==> src/rtl/rx_pkg.sv <==
// Shared types and helpers for the UART receive sequencer.
//   state_t : receive FSM states
//   DS_5/DS_7/DS_8 : supported data-bits-per-frame codes
//   eff_ds() : maps any data_size code onto a supported frame length
package rx_pkg;

  typedef enum logic [2:0] {
    IDLE     = 3'd0,
    START    = 3'd1,
    BITS     = 3'd2,
    STOP_CHK = 3'd3,
    LOAD     = 3'd4
  } state_t;

  localparam logic [3:0] DS_5 = 4'd5;
  localparam logic [3:0] DS_7 = 4'd7;
  localparam logic [3:0] DS_8 = 4'd8;

  // Unsupported sizes fall back to 8 data bits.
  function automatic logic [3:0] eff_ds(input logic [3:0] data_size);
    case (data_size)
      DS_5:    return DS_5;
      DS_7:    return DS_7;
      default: return DS_8;
    endcase
  endfunction

endpackage

==> src/rtl/rx_bit_timer.sv <==
// Bit-period timer for the UART receive sequencer.
// Counts 0..wrap_i while enabled and wraps to 0; roll_o flags the wrap cycle.
// Ports:
//   clk, n_rst : clock, asynchronous active-low reset
//   en_i       : count enable
//   clr_i      : synchronous clear (has priority over en_i)
//   wrap_i     : terminal count (bit period - 1)
//   cnt_o      : current count
//   roll_o     : high in the cycle the count equals wrap_i while enabled
module rx_bit_timer #(
  parameter int W = 14
) (
  input  logic         clk,
  input  logic         n_rst,
  input  logic         en_i,
  input  logic         clr_i,
  input  logic [W-1:0] wrap_i,
  output logic [W-1:0] cnt_o,
  output logic         roll_o
);

  logic [W-1:0] cnt_q, cnt_d;

  assign roll_o = en_i & (cnt_q == wrap_i);
  assign cnt_o  = cnt_q;

  always_comb begin
    cnt_d = cnt_q;
    if (clr_i) begin
      cnt_d = '0;
    end else if (en_i) begin
      cnt_d = roll_o ? '0 : cnt_q + W'(1);
    end
  end

  always_ff @(posedge clk or negedge n_rst) begin
    if (!n_rst) cnt_q <= '0;
    else        cnt_q <= cnt_d;
  end

endmodule

==> src/rtl/rx_sequencer.sv <==
// UART receive control unit. Synchronises the serial line, detects the start
// bit, times each bit, pulses shift_strobe into the external 9-bit data+stop
// shift register, then checks the stop bit and either pulses load_buffer or
// raises a sticky framing_error.
// Ports:
//   clk, n_rst    : clock, asynchronous active-low reset
//   serial_in     : raw serial line (idle high, asynchronous)
//   data_size     : data bits per frame (5, 7, 8; others treated as 8)
//   bit_period    : clocks per bit (clamped to at least MIN_BP)
//   stop_bit      : stop-bit output of the shift register
//   shift_strobe  : one-cycle pulse, shift register samples the line
//   load_buffer   : one-cycle pulse, packet data valid
//   framing_error : sticky, last frame had a zero stop bit
//   rx_busy       : high from start detect until back in IDLE
// Build option:
//   START_VALIDATE_EN : re-sample the line mid start bit and abandon the frame
//                       if it is already high again (glitch rejection).
module rx_sequencer
  import rx_pkg::*;
#(
  parameter int BP_W   = 14,
  parameter int MIN_BP = 4
) (
  input  logic            clk,
  input  logic            n_rst,
  input  logic            serial_in,
  input  logic [3:0]      data_size,
  input  logic [BP_W-1:0] bit_period,
  input  logic            stop_bit,
  output logic            shift_strobe,
  output logic            load_buffer,
  output logic            framing_error,
  output logic            rx_busy
);

  localparam logic [BP_W-1:0] MIN_BP_V = BP_W'(MIN_BP);

  state_t          state_q, state_d;
  logic            sync1_q, sync2_q, prev_q;
  logic [3:0]      ds_q, ds_d;
  logic [BP_W-1:0] bp_q, bp_d;
  logic [3:0]      bitcnt_q, bitcnt_d;
  logic            stop_ok_q, stop_ok_d;
  logic            fe_q, fe_d;

  logic            start_edge;
  logic [BP_W-1:0] bp_clamp;
  logic [BP_W-1:0] half_bp;
  logic [3:0]      nstrb;
  logic            tmr_en, tmr_clr, tmr_roll;
  logic [BP_W-1:0] tmr_cnt;
  logic            strobe;

  // Two-flop synchroniser plus one edge flop; all reset to the idle level.
  always_ff @(posedge clk or negedge n_rst) begin
    if (!n_rst) begin
      sync1_q <= 1'b1;
      sync2_q <= 1'b1;
      prev_q  <= 1'b1;
    end else begin
      sync1_q <= serial_in;
      sync2_q <= sync1_q;
      prev_q  <= sync2_q;
    end
  end

  assign start_edge = (state_q == IDLE) & prev_q & ~sync2_q;
  assign bp_clamp   = (bit_period < MIN_BP_V) ? MIN_BP_V : bit_period;
  assign half_bp    = bp_q >> 1;
  assign nstrb      = ds_q + 4'd1;

  rx_bit_timer #(.W(BP_W)) u_timer (
    .clk    (clk),
    .n_rst  (n_rst),
    .en_i   (tmr_en),
    .clr_i  (tmr_clr),
    .wrap_i (bp_q - BP_W'(1)),
    .cnt_o  (tmr_cnt),
    .roll_o (tmr_roll)
  );

  always_comb begin
    state_d   = state_q;
    ds_d      = ds_q;
    bp_d      = bp_q;
    bitcnt_d  = bitcnt_q;
    stop_ok_d = stop_ok_q;
    fe_d      = fe_q;
    tmr_en    = 1'b0;
    tmr_clr   = 1'b0;
    strobe    = 1'b0;
    case (state_q)
      IDLE: begin
        tmr_clr = 1'b1;
        if (start_edge) begin
          // Frame parameters are frozen here for the whole frame.
          state_d   = START;
          ds_d      = eff_ds(data_size);
          bp_d      = bp_clamp;
          fe_d      = 1'b0;
          stop_ok_d = 1'b0;
        end
      end
      START: begin
        tmr_en = 1'b1;
        // Timer restarts so the first wrap lands one bit period after mid start bit.
        if (tmr_cnt == half_bp - BP_W'(1)) begin
          tmr_clr  = 1'b1;
          bitcnt_d = 4'd0;
`ifdef START_VALIDATE_EN
          state_d  = sync2_q ? IDLE : BITS;
`else
          state_d  = BITS;
`endif
        end
      end
      BITS: begin
        tmr_en = 1'b1;
        if (tmr_roll) begin
          strobe   = 1'b1;
          bitcnt_d = bitcnt_q + 4'd1;
          if (bitcnt_d == nstrb) state_d = STOP_CHK;
        end
      end
      STOP_CHK: begin
        // Shift register has absorbed the last strobe; stop bit is valid now.
        stop_ok_d = stop_bit;
        fe_d      = ~stop_bit;
        state_d   = LOAD;
      end
      LOAD: begin
        state_d = IDLE;
      end
      default: begin
        state_d = IDLE;
      end
    endcase
  end

  always_ff @(posedge clk or negedge n_rst) begin
    if (!n_rst) begin
      state_q   <= IDLE;
      ds_q      <= '0;
      bp_q      <= '0;
      bitcnt_q  <= '0;
      stop_ok_q <= 1'b0;
      fe_q      <= 1'b0;
    end else begin
      state_q   <= state_d;
      ds_q      <= ds_d;
      bp_q      <= bp_d;
      bitcnt_q  <= bitcnt_d;
      stop_ok_q <= stop_ok_d;
      fe_q      <= fe_d;
    end
  end

  // All outputs decode registered state only; the start-edge term lets busy
  // rise and a stale framing error clear in the detect cycle itself.
  assign shift_strobe  = strobe;
  assign load_buffer   = (state_q == LOAD) & stop_ok_q;
  assign framing_error = fe_q & ~start_edge;
  assign rx_busy       = (state_q != IDLE) | start_edge;

endmodule

==> config.mk <==
export PLATFORM = sky130hd
export DESIGN_NAME = rx_sequencer
export DESIGN_NICKNAME = d
export VERILOG_FILES = /design/src/rtl/rx_pkg.sv /design/src/rtl/rx_bit_timer.sv /design/src/rtl/rx_sequencer.sv
export SDC_FILE = /design/constraint.sdc
export NUM_CORES = 1
export LEC_CHECK = 0
export ABC_CLOCK_PERIOD_IN_PS = 3250
export BUFFER_PORTS_ARGS = -buffer_cell sky130_fd_sc_hd__buf_4
export CORE_AREA = 4 4 88 98
export DETAILED_ROUTE_END_ITERATION = 7
export DIE_AREA = 0 0 92 102
export PLACE_DENSITY = 0.57
export SLEW_MARGIN = 15
export SYNTH_ARGS = -nofsm -noshare
export SYNTH_HDL_FRONTEND = slang
export SYNTH_SLANG_ARGS = --single-unit
==> constraint.sdc <==
create_clock -name clk -period 3.25 [get_ports clk]
set_input_delay 0.8125 -clock clk [delete_from_list [all_inputs] [get_ports clk]]
set_output_delay 0.8125 -clock clk [all_outputs]
set_load 0.02 [all_outputs]
# After elaboration in Yosys (flattened, before gate mapping)
# Cells that the tools add are included.
[op_classes] n_addsub=5 order_cmp=1 eq_ne=13 mux=21 bitwise_logic=9 reduce_logical=10
[ops] op="2-to-1 mux 14 bit" n=4
[ops] op="== test 14 bit" n=2
[ops] op="case mux 4 bit (2 select lines)" n=2
[ops] op="adder 14 x 1 -> 14 bit (second input constant)" n=1
[ops] op="less-than comparator 14 x 3 -> 1 bit (second input constant)" n=1
[ops] op="subtractor 13 x 1 -> 14 bit (second input constant)" n=1
[ops] op="subtractor 14 x 1 -> 14 bit (second input constant)" n=1
[ops] op="2-to-1 mux 3 bit" n=4
[ops] op="case mux 3 bit (4 select lines)" n=1
[ops] op="adder 4 x 1 -> 4 bit (second input constant)" n=2
[ops] op="== test 4 x 3 -> 1 bit (second input constant)" n=2
[ops] op="2-to-1 mux 4 bit" n=2
[ops] op="== test 3 x 2 -> 1 bit (second input constant)" n=2
[ops] op="inequality test 2 bit (second input constant)" n=3
[ops] op="case mux 1 bit (2 select lines)" n=3
[ops] op="nonzero test 2 bit" n=3
[ops] op="AND 1 bit" n=5
[ops] op="2-to-1 mux 1 bit" n=5
[ops] op="== test 4 bit" n=1
[ops] op="AND reduction 2 bit" n=2
[ops] op="AND reduction 4 bit" n=1
[ops] op="== test 3 x 1 -> 1 bit (second input constant)" n=1
[ops] op="== test 3 bit (second input constant)" n=1
[ops] op="logical NOT 3 bit" n=1
[ops] op="other kinds (6)" n=8
[totals] register_bits=44 inputBits=22

# Logic depth before layout (Yosys ltp)
[depth] ltp_word=7 mapped_depth=11 ltp_nobuf=9

# Cells and area by module
# A second synthesis with hierarchy kept.
[hier_totals] cells_unflattened=320 hier_area_um2=2990.4
[modules_own_cells] mod="rx_sequencer" n_inst=1 cells_per_inst=223 area_each_um2=2094.5 seq_area_each_um2=729.4
[modules_own_cells] mod="rx_bit_timer" n_inst=1 cells_per_inst=97 area_each_um2=895.9 seq_area_each_um2=350.3

# Worst setup path before layout
# OpenSTA, ideal clock, no wires.
[synth_timing] kind="register to output" from="register bp_q[2]" to="output shift_strobe" arrival_ps=2305 t_required_ps=2438 path_slack_ps=133 stages_incl_launch_ff=10 path_buffers=1 cell_sequence="dfrtp_1 -> inv_1 -> ha_1 -> buf_2 -> nor4b_4 -> and2_1 -> nand4b_1 -> a211oi_1 -> nand3_1 -> nor3_1"
[synth_between] elab_chain_cells=5
[synth_lines] element="start: declaration" line_no="rx_sequencer.sv:41" source="logic [BP_W-1:0] bp_q, bp_d;"
[synth_lines] element="start signal: assignment" line_no="rx_sequencer.sv:151" source="bp_q <= bp_d;"
[synth_lines] element="subtractor 14 x 1 -> 14 bit" line_no="rx_sequencer.sv:77" source=".wrap_i (bp_q - BP_W'(1)),"
[synth_lines] element="== test 14 bit" line_no="rx_bit_timer.sv:24" source="assign roll_o = en_i & (cnt_q == wrap_i);"
[synth_lines] element="AND 1 bit" line_no="rx_bit_timer.sv:24"
[synth_lines] element="2-to-1 mux 1 bit" line_no="rx_sequencer.sv:119" source="if (tmr_roll) begin"
[synth_lines] element="2-to-1 mux 1 bit" line_no="rx_sequencer.sv:92" source="case (state_q)"
[synth_lines] element="end: declaration" line_no="rx_sequencer.sv:30" source="output logic shift_strobe,"
# Every way passes these cells.

# Worst setup path in the final report
[layout_timing] from="register bp_q[1]" to="output shift_strobe"
# Same word-level chain as after synthesis.

==> out/summary.txt <==
initial antenna violation count: 0
CP Class: reg2out
post-route cell area: 3460 sq um
status: finished, final reports clean
Relative slew margins: 0.495
count of warnings emitted by yosys: 0
Distinct cells, synth: 58
Area Growth Syn to Fin: 15.4%
Buf+Inv Stages, Crit Path: 2
layout cells sized above 1: 0.190
Pwr Density: 802 nW/um^2
routed vias/inst: 5.38
Setup Skew: 0.00855 ns
Syn Inst Count: 344
Pleak: 1.55 nW
Starting Density: 0.387
Worst EP arrival: 2.39 ns
Max stage delay cell, worst path: dfrtp_1
gr usage total: 0.165
Seq/Total Area, Yosys: 0.360
Psw: 1.21 mW
Max Cap Viol: 0
Critical Path, Cell by Cell: inv_2 > ha_1 > nor4b_4 > and2_4 > nand4b_1 > a211oi_2 > nand3_1 > nor3_2 > buf_4
fin nets: 396
Area after DPL: 3290 sq um
async set-or-reset flop fraction in the synthesized netlist: 1.00
Setup Viol. Count Final: 0
Top delay family on crit path: simple AND/OR/NAND/NOR gates
setup repair after global routing missed its margin: yes
die area: 9380 sq um
crit share post-route: 0.986
vias in the first global route: 2478
Stages on worst setup path: 9
crit path to: shift_strobe
switching fraction of total power: 0.437
Max Slew Vio Count: 0
Clock power frac: 0.157
Netlist Area Pre-Place: 3000 sq um
crit start category: flop
worst hold path class: reg2reg
initial drt markers: 150
Detailed Route WL: 7.28 mm
TritonCTS buffer count: 5
FF-to-FF End: bitcnt_q[0]
Post-Syn Nets: 372
Final HPWL DP: 5.36 mm
launch point of the worst path: bp_q[1]
# DRC: 0
most frequent cells in the layout: nand2_1, dfrtp_1, buf_4
GR Overflow Total: 0
htree depth: 2
VDD IR max: 0.264 mV
Slowest Stage Delay on Critical Path: 0.43 ns
total clock sinks: 43
dominant cell type by area after synthesis: dfrtp_1
die span in x: 92 microns
first-pass GRT wire length: 12.3 mm
CTS tree: built
minimum clock period: 3.20 ns
number of antenna-violating nets in the routed design: 0
Clock Tree Root: clkbuf_8
P_int: 1.56 mW
Worst Tran Pin Value: 0.758 ns
Post-synth EDFFs: 0
Max Freq: 312 MHz
Worst R2R Start: bp_q[1]
share of the synthesized area in the top cell type: 0.334
fill count: 798
Die Ht: 102 microns
largest cells by area after synthesis: dfrtp_1, xnor2_1, nand2_1
DR WL/cell: 15.3 microns
combinational fraction of design power: 0.498
largest net degree at the start of global routing: 44
port buffer count: 25
worst skew pair latency: 0.30 ns
Req. time, crit path: 2.44 ns
# IOs: 26
core area: 7740 sq um
placer congestion estimate: 0.879
# rows: 34
worst-path fanout max: 5
First-pass DRT Iterations: 4
Synth Register Bits: 43
crit path capture type: primary output
final hold violation count: 0
Flop pwr share: 0.346
n_diodes: 0
Synth Flop Type: dfrtp_1
power consumption: 2.77 mW
commonest non-fill, non-tap cell in the layout: nand2_1
Reg2Reg Setup Slack: 0.29 ns
cells on worst reg2reg path: 10
routed via count: 2566
Worst-path clk slew: 0.09 ns
Post-Syn Area per Cell: 8.71 sq um
CTS Buffer Depth: 2
[power groups by stage]
stage / Combinational (mW) / Sequential (mW) / Clock [mW]
finish: 1.38 / 0.958 / 0.434
global placement: 1.31 / 0.962 / 0
detailed placement: 1.32 / 0.960 / 0
global route: 1.54 / 0.990 / 0.467
CTS: 1.36 / 0.956 / 0.447
floorplan: 1.16 / 0.804 / 0
[routing by layer]
metal  track usage  vias to the layer above  part of all wire  routed length (microns)
li1              -                     1272                 -                        -
met5             0                        -                 0                        0
met1         0.210                     1234              0.45                     3270
met2         0.283                       50              0.50                     3620
met3        0.0243                       10             0.031                      228
met4        0.0663                        0             0.023                      170
[cell usage after synthesis (2+ instances only)]
cell type / n
nand2b_1: 8
or4b_1: 2
clkbuf_1: 11
mux2i_1: 2
a211oi_1: 2
and3_1: 7
dfrtp_1: 40
nor2_1: 16
xor2_1: 21
buf_4: 2
nor2b_1: 3
nand3_1: 19
buf_6: 2
dfstp_2: 3
o211ai_1: 4
inv_1: 11
ha_1: 6
a31oi_1: 20
a22o_1: 2
buf_2: 7
nand4b_1: 2
a41oi_1: 2
a21o_1: 2
nand2_1: 53
nor3b_1: 2
a32oi_1: 2
nor3_1: 6
xnor2_1: 25
nand4_1: 4
nand3b_1: 7
o21ai_0: 7
nor4_1: 9
a21oi_1: 10
[what timing repair did]
item / 4_1_cts / 5_1_grt
endpoints found under the setup margin: 1 / 4
buffers inserted: 2 / 1
gates resized for setup: 4 / 5
pin swaps: 1 / 1
hold buffers: 0 / 0
[cell families after synthesis]
| logic type | Yosys count | synth area share |
|---|---|---|
| flip-flops | 43 | 0.360 |
| XOR/XNOR | 46 | 0.134 |
| buffers and inverters | 34 | 0.0534 |
| adder cells (fa/ha/maj) | 6 | 0.0251 |
| AO/OA/AOI/OAI | 64 | 0.149 |
| AND/OR/NAND/NOR | 148 | 0.267 |
| multiplexers | 3 | 0.0104 |
[per-stage QoR]
step | instances | setup WS (ns) | setup TNS (ns) | utilization | hold WS, ns
after CTS | 476 | 0.00484 | 0 | 0.444 | 0.363
after floorplan | 344 | 0.133 | 0 | - | 0.345
after detailed placement | 466 | 0.232 | 0 | 0.425 | 0.349
after global placement | 466 | 0.246 | 0 | 0.425 | 0.347
after global routing | 477 | -0.122 | -0.122 | 0.447 | 0.369
final | 477 | 0.0460 | 0 | 0.447 | 0.361
[state kept, by name, summed over array words and instances (netlist names)]
| register | count |
|---|---|
| bitcnt_q | 4 |
| bp_q | 14 |
| ds_q | 3 |
| fe_q | 1 |
| prev_q | 1 |
| state_q | 3 |
| stop_ok_q | 1 |
| sync1_q | 1 |
| sync2_q | 1 |
| u_timer.cnt_o | 14 |
[worst min-delay path by stage]
stage | from | endpoint | cells after the start | slack [ns]
finish | sync1_q | sync2_q | 0 | 0.36
global route | sync1_q | sync2_q | 0 | 0.37
CTS | sync1_q | sync2_q | 0 | 0.36
detailed placement | sync1_q | sync2_q | 0 | 0.35
global placement | sync1_q | sync2_q | 0 | 0.35
floorplan | sync1_q | sync2_q | 0 | 0.35
[area by class of cell]
cell class,count,area (sq um),area share
clock buffer,5,68.8,0.0199
inverter,11,41.3,0.0119
tap,108,135,0.0391
sequential,43,1080,0.312
multi-input combinational,267,1790,0.518
timing repair buffer,40,300,0.0868
clock inverter,3,43.8,0.0127
No activity file was read; power rests on OpenSTA's default activity.
